--- src/rtl/interrupt_controller.sv ---
// Interrupt controller: synchronised level/edge sources, pending and mask registers,
// and a fixed-priority request/acknowledge handshake towards the CPU.
module interrupt_controller #(
  parameter int unsigned       N_SRC       = 6,
  parameter int unsigned       SYNC_STAGES = 2,
  parameter logic [N_SRC-1:0]  EDGE_MODE   = 6'b111110,
  parameter logic [N_SRC-1:0]  MASK_RESET  = {N_SRC{1'b1}},
  parameter int unsigned       IDW         = (N_SRC > 1) ? $clog2(N_SRC) : 1
) (
  input  logic             clk,
  input  logic             rst_n,
  input  logic [N_SRC-1:0] irq_in,
  input  logic             mask_we,
  input  logic [N_SRC-1:0] mask_wdata,
  input  logic             ack,
  output logic [N_SRC-1:0] mask_q,
  output logic [N_SRC-1:0] pending,
  output logic [N_SRC-1:0] interrupt,
  output logic             int_req,
  output logic [IDW-1:0]   int_id
);

  typedef enum logic {StIdle, StReq} state_t;

  state_t           state_q;
  logic [N_SRC-1:0] sync_q [SYNC_STAGES];
  logic [N_SRC-1:0] s;
  logic [N_SRC-1:0] s_d;
  logic [N_SRC-1:0] rise;
  logic [N_SRC-1:0] clr;
  logic [N_SRC-1:0] pending_d;
  logic [IDW-1:0]   first_id;

  assign s         = sync_q[SYNC_STAGES-1];
  assign rise      = s & ~s_d;
  assign interrupt = pending & mask_q;

  always_ff @(posedge clk or negedge rst_n) begin
    if (!rst_n) begin
      for (int k = 0; k < SYNC_STAGES; k++) begin
        sync_q[k] <= '0;
      end
      s_d <= '0;
    end else begin
      sync_q[0] <= irq_in;
      for (int k = 1; k < SYNC_STAGES; k++) begin
        sync_q[k] <= sync_q[k-1];
      end
      s_d <= s;
    end
  end

  // Only an ack taken in REQ clears a bit; a simultaneous new edge still sets it.
  always_comb begin
    clr = '0;
    if (state_q == StReq && ack) begin
      clr[int_id] = 1'b1;
    end
    pending_d = (EDGE_MODE & (rise | (pending & ~clr))) | (~EDGE_MODE & s);
  end

  always_ff @(posedge clk or negedge rst_n) begin
    if (!rst_n) begin
      pending <= '0;
      mask_q  <= MASK_RESET;
    end else begin
      pending <= pending_d;
      if (mask_we) begin
        mask_q <= mask_wdata;
      end
    end
  end

  // Lowest index wins.
  always_comb begin
    first_id = '0;
    for (int i = N_SRC - 1; i >= 0; i--) begin
      if (interrupt[i]) begin
        first_id = IDW'(i);
      end
    end
  end

  always_ff @(posedge clk or negedge rst_n) begin
    if (!rst_n) begin
      state_q <= StIdle;
      int_req <= 1'b0;
      int_id  <= '0;
    end else begin
      unique case (state_q)
        StIdle: begin
          if (|interrupt) begin
            state_q <= StReq;
            int_req <= 1'b1;
            int_id  <= first_id;
          end
        end
        StReq: begin
          if (ack || !interrupt[int_id]) begin
            state_q <= StIdle;
            int_req <= 1'b0;
          end
        end
      endcase
    end
  end

endmodule

--- config.mk ---
export PLATFORM = sky130hd
export DESIGN_NAME = interrupt_controller
export DESIGN_NICKNAME = d
export VERILOG_FILES = /design/src/rtl/interrupt_controller.sv
export SDC_FILE = /design/constraint.sdc
export NUM_CORES = 1
export LEC_CHECK = 0
export CORE_ASPECT_RATIO = 1.5
export CORE_MARGIN = 2
export CORE_UTILIZATION = 45
export CTS_BUF_LIST = sky130_fd_sc_hd__clkbuf_4 sky130_fd_sc_hd__clkbuf_8 sky130_fd_sc_hd__clkbuf_16
export DETAILED_ROUTE_END_ITERATION = 12
export PLACE_DENSITY = 0.82
export SLEW_MARGIN = 20
export SYNTH_ARGS = -nofsm -noshare
export SYNTH_HDL_FRONTEND = slang
export SYNTH_SLANG_ARGS = --single-unit
--- constraint.sdc ---
create_clock -name clk -period 3.8 [get_ports clk]
set_input_delay 1.14 -clock clk [delete_from_list [all_inputs] [get_ports clk]]
set_output_delay 1.14 -clock clk [all_outputs]
set_load 0.1 [all_outputs]
After elaboration in Yosys (flattened, before gate mapping)

Index checks and enable logic that the tools add are counted.

Register bits: 35
Output and inout port bits: 22
Logic and storage cells: 44

$lt $le $gt $ge: 2
Equal/unequal tests: 2
Mux-type cells: 17
Bitwise operators: 8
Reduce and logical (&&, ||, !) cells: 7

Operators by type and width:

| cell               | count |
|---|---|
| $and 6x6->6        | 3 |
| $mux 3             | 6 |
| $not 6->6          | 2 |
| $mux 1             | 6 |
| $mux 6             | 1 |
| $or 6x1->6         | 1 |
| $or 6x6->6         | 1 |
| $reduce_or 6->1    | 1 |
| $lt 3x4->1 const B | 1 |
| $pmux 1 s2         | 2 |
| $reduce_and 2->1   | 2 |
| $bmux 1 s3         | 1 |
| $demux 1 s3        | 1 |
| $ge 3x1->1 const B | 1 |
| $logic_and 1x1->1  | 2 |
| $ne 2x1->1 const B | 1 |
| $ne 2x2->1 const B | 1 |
| $logic_not 1->1    | 1 |
| $logic_or 1x1->1   | 1 |
| $not 1->1          | 1 |

Logic depth before layout (Yosys ltp)

Gate-level depths: netlist (run 1).

Word-level depth: 9
Mapped depth: 4
Gate-level depth less buffers: 4

Worst setup path after synthesis (run 1)

No wires, ideal clock.

Kind: register to output
From: register pending[1]
To: output interrupt[1]
Arrival: 1.865 ns
Data required time: 2.660 ns
Setup slack: 0.795 ns
Cell stages (with the launch flop): 3
Buffers on the path: 0
Cell sequence: dfrtp_1 nand2_1 inv_1

Cells in the longest elaborated chain, start to end: 1

RTL lines:

| element                | line | text |
|---|---|---|
| start, declared        | 17   | `output logic [N_SRC-1:0] pending,` |
| start signal, assigned | 67   | `pending <= pending_d;` |
| $and 6x6->6            | 36   | `assign interrupt = pending & mask_q;` |
| end, declared          | 18   | `output logic [N_SRC-1:0] interrupt,` |

Every way passes these cells.

Worst setup path in the final report (run 1)

From: register mask_q[0]
To: output interrupt[0]

Cells in the longest elaborated chain, start to end: 1

RTL lines:

| element                | line | text |
|---|---|---|
| start, declared        | 16   | `output logic [N_SRC-1:0] mask_q,` |
| start signal, assigned | 69   | `mask_q <= mask_wdata;` |
| $and 6x6->6            | 36   |  |

Every way passes these cells.

==> results of run 1 <==
## metrics by stage
stage | hold WS [ps] | utilization (%) | cells | cell area, sq um
2_1_floorplan | 331.2 | - | 102 | 1276
3_3_place_gp | 333.3 | 60.87 | 174 | 1629
3_5_place_dp | 334.7 | 60.87 | 174 | 1629
4_1_cts | 343.1 | 65.12 | 182 | 1743
5_1_grt | 356.7 | 65.12 | 182 | 1743
6_report | 338.6 | 65.12 | 182 | 1743
## state kept, by name, indices dropped and copies added (netlist names)
name     count
mask_q       6
s_d          6
int_id       3
sync_q       6
state_q      1
s            6
pending      5
int_req      1
## worst min path at each step
stage               startpoint     end  slack [ps]  depth (start not counted)
CTS                       s[0]  s_d[0]         340                          0
detailed placement   sync_q[8]    s[2]         330                          0
global placement          s[0]  s_d[0]         330                          0
global route              s[0]  s_d[0]         360                          0
floorplan            sync_q[6]    s[0]         330                          0
finish                    s[0]  s_d[0]         340                          0
## per-layer routing
layer / wire, microns / vias up
met4: 97 / 0
met3: 193 / 10
met2: 1385 / 54
met1: 922 / 462
li1: - / 430
met5: 0 / -
## cells by family (layout without fill, tap and decap cells)
logic type	after synthesis	after routing
mux	7	7
simple gates	27	27
buf+inv	13	56
compound gates	21	21
flops	34	34
## final cells by class
type | count | share of cell area, %
sequential | 34 | 49.25
clock inverter | 2 | 2.154
timing repair buffer | 38 | 18.52
inverter | 10 | 2.154
clock buffer | 6 | 4.379
multi-input combinational | 55 | 20.89
tap | 37 | 2.656
## power breakdown
group	internal [uW]	leakage (uW)	switching [uW]
combinational	176	0.000361	572
sequential	427	0.000380	85.0
clock	203	0.0000548	125
## critical path, cell delays in order, from the launching register on
cell and delay (ps):
dfstp_2 550, nand2_1 140, inv_1 130, buf_4 300
## synth_stat cells (all sizes together)
library cell	count	area (sq um)
o31ai	1	7.510
inv	10	37.54
nor4	1	6.260
buf	2	12.51
nand2	6	22.52
a22oi	2	25.02
nand2b	3	21.27
mux2	7	82.57
clkbuf	1	3.750
o21ai	10	50.05
and2	2	13.77
nand3	5	25.02
nand3b	3	22.52
a21oi	2	10.01
dfrtp	28	700.7
nor2	6	22.52
a31oi	3	18.77
dfstp	6	157.7
a2bb2oi	1	8.760
o22ai	1	6.260
nand4	1	12.51
a21o	1	8.760
==> out/metrics.csv, run 1 <==
metric,value,unit
"most common cell after layout, fill and taps aside",dfrtp_1,
global-route met1 utilization,20.25,%
CTS tree,built,
minimum clock period,2539,ps
GRT busiest layer,met2,
Worst Path Max Fanout,4,
Post-Syn Nets,118,
total power,1587,uW
Final ANT Viol Nets,0,
Post-Syn Instances,102,
wire per inst,14.28,microns
max_cap viols,0,
CP required,2660,ps
critical path class,register to primary output,
final wirelength,2.599,mm
RR Startpoint,pending[5],
f_max,0.3938,GHz
root buffer cell,clkbuf_8,
main combinational cell family by area after synthesis,simple AND/OR/NAND/NOR gates,
port buffer count,37,
die width,47.48,microns
max-slew violations,0,
startpoint types,register,
Clock transition at path regs,70,ps
TritonRoute pass-1 iters,4,
final hold violations,0,
post-synthesis compound-gate area fraction,10.59,%
Area Growth Syn to Fin,36.57,%
hold_buf cts,0,
met3 Track Usage GR,7.031,%
gr usage total,17.77,%
Worst R2R Path Depth,4,
Leakage,0.0007949,uW
number of remaining DRC errors,0,
setup repair bufs after CTS,0,
synth warn,0,
GPL Wtd Cong,0.8396,
Post-DP HPWL,1.892,mm
Worst R2R End,int_id[0],
Reg area,858.3,sq um
die area,3287,sq um
Avg Inst Size Synth,12.51,sq um
vias in the first global route,893,
worst rel slew slack,73.01,%
# IOs,38,
post-synthesis simple-gate area fraction,11.47,%
hold crit path type,register to register,
period utilization,66.82,%
met2 global-route usage,26.88,%
H-tree Lvls,2,
Resize count post-CTS,0,
most frequent cells in the layout,"28 x dfrtp_1, 23 x buf_4, 15 x clkdlybuf4s50_1",
Congestion Overflow GR,0,
filler instances,206,
core box area,2676,sq um
RSZ-0062 raised after global routing,false,
# diodes,0,
share of layout cells above drive strength 1,34.48,%
R2R Setup Slk,2360,ps
CTS Buf Count,5,
Via density,5.253,
Core Rows,23,
Worst setup endpoint,interrupt[0],
synthesized area,1276,sq um
die height,69.23,microns
pin count of the biggest net entering global routing,35,
register bit total from synthesis,34,
fin worst setup slack,1261,ps
Post-Synth XOR/XNOR Area,0,%
worst-case clock buffer depth,2,
insertion delay to the later sink of the worst-skew pair,280,ps
Worst Skew,8.656,ps
Final #Nets,160,
Peak VDD IR,716.0,uV
status,"finished, final reports clean",
total number of vias,956,
pre-CTS setup slack,1532,ps
Synth Area in Adders,0,%
multiplexer share of the synthesized area,6.471,%
initial drt markers,25,
crit path DAT,1400,ps
first-pass GRT wire length,3.988,mm
CP startpoint,mask_q[0],
setup violators final,0,
CTS Sinks,34,
"Distinct cells, synth",26,
initial antenna violation count,0,
Critical Path Sink Type,primary output,
Worst-Margin Slew,404.8,ps
initial core utilization,47.69,%
pwr dens,910.6,nW/um^2
multi-input logic area,364.1,sq um
"Seq/Total Area, Yosys",67.25,%
setup tns final,0,ps
(Power assumes the default switching activity.)
==> run 2: changes to the inputs <==
==> constraint.sdc (replaced) <==
create_clock -name clk -period 2.46 [get_ports clk]
set_input_delay 0.738 -clock clk [delete_from_list [all_inputs] [get_ports clk]]
set_output_delay 0.738 -clock clk [all_outputs]
set_load 0.1 [all_outputs]
==> out/metrics.csv, run 2 (synthesized netlist as in run 1, its figures left out) <==
metric,value,unit,change
status,"finished, final reports clean",,
wire per inst,15.89,microns,+11%
"Design Area, Final",1876,sq um,+7.6%
die width,47.48,microns,unchanged
total power,2561,uW,+61%
CTS Buf Count,5,,unchanged
Leakage,0.0008280,uW,+4.2%
worst rel slew slack,72.54,%,-0.47 points
Placed Instance Area,1762,sq um,+8.1%
insertion delay to the later sink of the worst-skew pair,280,ps,about the same
H-tree Lvls,2,,unchanged
GPL Wtd Cong,0.9476,,+13%
HP Start,s[0],,
hold-critical path depth,0,,unchanged
CP startpoint,mask_q[1],,
TritonRoute pass-1 iters,4,,unchanged
first-pass GRT wire length,4.636,mm,+16%
root buffer cell,clkbuf_8,,
number of remaining DRC errors,0,,unchanged
Area Growth Syn to Fin,46.96,%,
Resize count post-CTS,0,,unchanged
# diodes,0,,unchanged
# IOs,38,,unchanged
worst-case clock buffer depth,2,,unchanged
critical path class,register to primary output,,
setup repair bufs after CTS,0,,unchanged
setup tns final,0,ps,unchanged
max-slew violations,0,,unchanged
port buffer count,37,,unchanged
Min-Delay Endpoint,s_d[0],,
Worst Path Max Fanout,5,,+1
period utilization,85.43,%,
vias in the first global route,1036,,+16%
Worst R2R Path Depth,4,,unchanged
Core Rows,23,,unchanged
crit path DAT,1360,ps,-40 ps
most frequent cells in the layout,"26 x dfrtp_1, 15 x clkdlybuf4s50_1, 13 x buf_4",,
CTS Sinks,34,,unchanged
f_max,0.4758,GHz,
"most common cell after layout, fill and taps aside",dfrtp_1,,
initial antenna violation count,0,,unchanged
pwr dens,1365,nW/um^2,+50%
initial drt markers,41,,+64%
Final ANT Viol Nets,0,,unchanged
total number of vias,938,,-1.9%
setup violators final,0,,unchanged
Post-DP HPWL,2.207,mm,+17%
Worst R2R End,int_req,,
Clock transition at path regs,70,ps,about the same
Via density,5.154,,-1.9%
initial core utilization,47.69,%,unchanged
hold_buf cts,0,,unchanged
Critical Path Sink Type,primary output,,
die area,3287,sq um,unchanged
CP required,1720,ps,-940 ps
Worst Skew,4.140,ps,-4.516 ps
RSZ-0062 raised after global routing,false,,
Final #Nets,160,,unchanged
RR Startpoint,mask_q[3],,
final hold violations,0,,unchanged
gr usage total,20.25,%,+2.5 points
R2R Setup Slk,980,ps,-1380 ps
Congestion Overflow GR,0,,unchanged
Worst-Margin Slew,411.9,ps,+7.058 ps
max_cap viols,0,,unchanged
die height,69.23,microns,unchanged
share of layout cells above drive strength 1,37.24,%,+2.8 points
hold crit path type,register to register,,
pin count of the biggest net entering global routing,35,,unchanged
final wirelength,2.892,mm,+11%
minimum clock period,2102,ps,
startpoint types,register,,
CTS tree,built,,
Peak VDD IR,830.6,uV,+16%
core box area,2676,sq um,unchanged
## run 2: changes by cell type in the layout (fill, tap and decap cells not counted), moves of 2 or more
cell        before  now
dfrtp_1         28   26
buf_12           0   10
buf_4           23   13
clkinvlp_4       1    3
dfrtp_2          0    2
## run 2: metrics by stage
step / utilization, % / hold WS (ps) / setup WS [ps] / cells
after floorplan: - / 331.2 / 14.76 / 102
after global placement: 65.83 / 333.2 / 639.3 / 174
after detailed placement: 65.83 / 334.7 / 592.6 / 174
after CTS: 70.08 / 353.6 / 346.5 / 182
after global routing: 70.08 / 361.8 / 301.0 / 182
final: 70.08 / 349.6 / 358.3 / 182
## run 2: final cells by class
class | count | area (sq um)
Clock buffer | 5 | 68.82
Multi-Input combinational cell | 55 | 365.4
Tap cell | 37 | 46.29
Clock inverter | 3 | 45.04
Fill cell | 188 | 800.8
Timing Repair Buffer | 38 | 447.9
Inverter | 10 | 41.29
Sequential cell | 34 | 860.8
## run 2: how the worst max path moves through the flow
| stage | to | slack [ps] |
|---|---|---|
| after floorplan | interrupt[0] | 10 |
| after global placement | mask_q[2] | 640 |
| after detailed placement | pending[5] | 590 |
| after CTS | interrupt[1] | 350 |
| after global routing | interrupt[1] | 300 |
| final | interrupt[1] | 360 |
## run 2: routing by layer
metal  vias up  GRT usage [%]  wire length, microns  share of wire, %
met3         7          5.729                   135               4.7
met2        41          34.53                  1647                57
met5         -              0                     0                 0
met4         0          10.49                    78               2.7
li1        430              -                     -                 -
met1       460          20.67                  1031                36
## run 2: worst max-delay path, stage by stage (launching register included)
cell,delay [ps]
dfstp_2,540
nand2_1,190
clkinvlp_4,170
buf_12,180
## run 2: power by group
part,total (uW),switching (uW),internal (uW)
Combinational,1260,908,347
Clock,504,203,301
Sequential,801,140,662
==> run 3: changes to the inputs <==
--- a/config.mk
+++ b/config.mk
@@ -5,7 +5,6 @@
 export SDC_FILE = /design/constraint.sdc
 export NUM_CORES = 1
 export LEC_CHECK = 0
-export CORE_ASPECT_RATIO = 1.5
 export CORE_MARGIN = 2
 export CORE_UTILIZATION = 45
 export CTS_BUF_LIST = sky130_fd_sc_hd__clkbuf_4 sky130_fd_sc_hd__clkbuf_8 sky130_fd_sc_hd__clkbuf_16
==> out/metrics.csv, run 3 (synthesized netlist as in run 1, its figures left out) <==
metric,value,unit,change
status,"finished, final reports clean",,
TritonRoute pass-1 iters,4,,unchanged
worst-case clock buffer depth,2,,unchanged
CTS Buf Count,5,,unchanged
initial antenna violation count,0,,unchanged
first-pass GRT wire length,4.050,mm,-13%
Worst Path Max Fanout,4,,-1
initial core utilization,46.68,%,-1.0 points
setup tns final,0,ps,unchanged
hold crit path type,register to register,,
die height,57.26,microns,-17%
# diodes,0,,unchanged
CTS Sinks,34,,unchanged
period utilization,87.00,%,+1.6 points
Critical Path Sink Type,primary output,,
gr usage total,16.76,%,-3.5 points
worst rel slew slack,73.13,%,+0.59 points
Clock transition at path regs,110,ps,+40 ps
final wirelength,2.467,mm,-15%
Post-DP HPWL,1.850,mm,-16%
max-slew violations,0,,unchanged
core box area,2734,sq um,+2.2%
critical path class,register to primary output,,
Crit path largest cell delay,560,ps,+20 ps
die width,57.26,microns,+21%
CP required,1720,ps,about the same
final hold violations,0,,unchanged
Worst-Margin Slew,403.0,ps,-8.875 ps
Resize count post-CTS,0,,unchanged
Final #Nets,160,,unchanged
Peak VDD IR,1195,uV,+44%
root buffer cell,clkbuf_4,,
f_max,0.4673,GHz,-1.8%
CP top delay family,flip-flops,,
wire per inst,14.02,microns,-12%
startpoint types,register,,
Final ANT Viol Nets,0,,unchanged
R2R Setup Slk,1090,ps,+110 ps
die area,3278,sq um,-0.26%
Via density,5.324,,+3.3%
pin count of the biggest net entering global routing,35,,unchanged
insertion delay to the later sink of the worst-skew pair,340,ps,+60 ps
Leakage,0.0008151,uW,-1.6%
fin worst setup slack,319.8,ps,-38.47 ps
RSZ-0062 raised after global routing,false,,
number of remaining DRC errors,0,,unchanged
HP Start,sync_q[11],,
Worst R2R End,state_q,,
H-tree Lvls,2,,unchanged
CP Cell Sequence,"nand2_1, inv_1, buf_12",,
pre-CTS setup slack,558.9,ps,-33.75 ps
most frequent cells in the layout,"26 x dfrtp_1, 15 x clkdlybuf4s50_1, 13 x buf_4",,
# IOs,38,,unchanged
Congestion Overflow GR,0,,unchanged
initial drt markers,11,,-73%
share of layout cells above drive strength 1,37.24,%,unchanged
Worst Path Buf+Inv,2,,unchanged
max_cap viols,0,,unchanged
port buffer count,37,,unchanged
hold_buf cts,0,,unchanged
crit path DAT,1400,ps,+40 ps
GPL Wtd Cong,0.8741,,-7.8%
Worst Skew,13.44,ps,+9.298 ps
hold-critical path depth,0,,unchanged
Min-Delay Endpoint,s[5],,
pwr dens,1331,nW/um^2,-2.5%
RR Startpoint,mask_q[3],,
"most common cell after layout, fill and taps aside",dfrtp_1,,
Core Rows,19,,-17%
total number of vias,937,,-0.11%
Worst R2R Path Depth,4,,unchanged
vias in the first global route,942,,-9.1%
filler instances,206,,+9.6%
"Slowest-stage cell, CP",dfstp_2,,
setup violators final,0,,unchanged
minimum clock period,2140,ps,+38.47 ps
CTS tree,built,,
setup repair bufs after CTS,0,,unchanged
Area Growth Syn to Fin,43.92,%,
run 3: changes by cell type in the layout (fill, tap and decap cells not counted):
cell | previous run | this run
clkbuf_4 | 0 | 5
clkbuf_8 | 5 | 0
run 3: worst max path at each step:
stage                          from           end  slack (ps)  cells after the start
after detailed placement        ack    pending[1]         560                      4
after global placement      mask_we     mask_q[2]         620                      2
after global routing      mask_q[0]  interrupt[0]         240                      3
final                     mask_q[0]  interrupt[0]         320                      3
after floorplan           mask_q[0]  interrupt[0]          10                      2
after CTS                 mask_q[0]  interrupt[0]         290                      3
run 3: layer usage:
layer	part of all wire, %	track usage [%]	wire [microns]
met3	7.7	5.442	191
met5	0	0	0
met4	2.9	9.967	72
met2	50	28.24	1241
met1	39	18.45	962
run 3: layout make-up:
cell class / count / area [sq um] / share of cell area, %
sequential: 34 / 860.8 / 46.87
timing repair buffer: 38 / 447.9 / 24.39
multi-input combinational: 55 / 365.4 / 19.89
clock inverter: 3 / 45.04 / 2.452
inverter: 10 / 41.29 / 2.248
tap: 31 / 38.79 / 2.112
clock buffer: 5 / 37.54 / 2.044
run 3: metrics by stage:
step                instances  utilization [%]  total power [uW]  instance area [sq um]  hold WS, ps
finish                    176            67.19              2444                   1837        358.4
global route              176            67.19              2539                   1837        369.5
CTS                       176            67.19              2461                   1837        361.2
detailed placement        168            64.16              2046                   1754        334.7
global placement          168            64.16              2019                   1754        331.6
floorplan                 102                -              1691                   1284        331.2
run 3: power breakdown:
part / switching (uW) / internal (uW) / leakage, uW
Sequential: 133 / 661 / 0.000379
Clock: 196 / 213 / 0.0000374
Combinational: 894 / 348 / 0.000399
Total: 1220 / 1220 / 0.000815
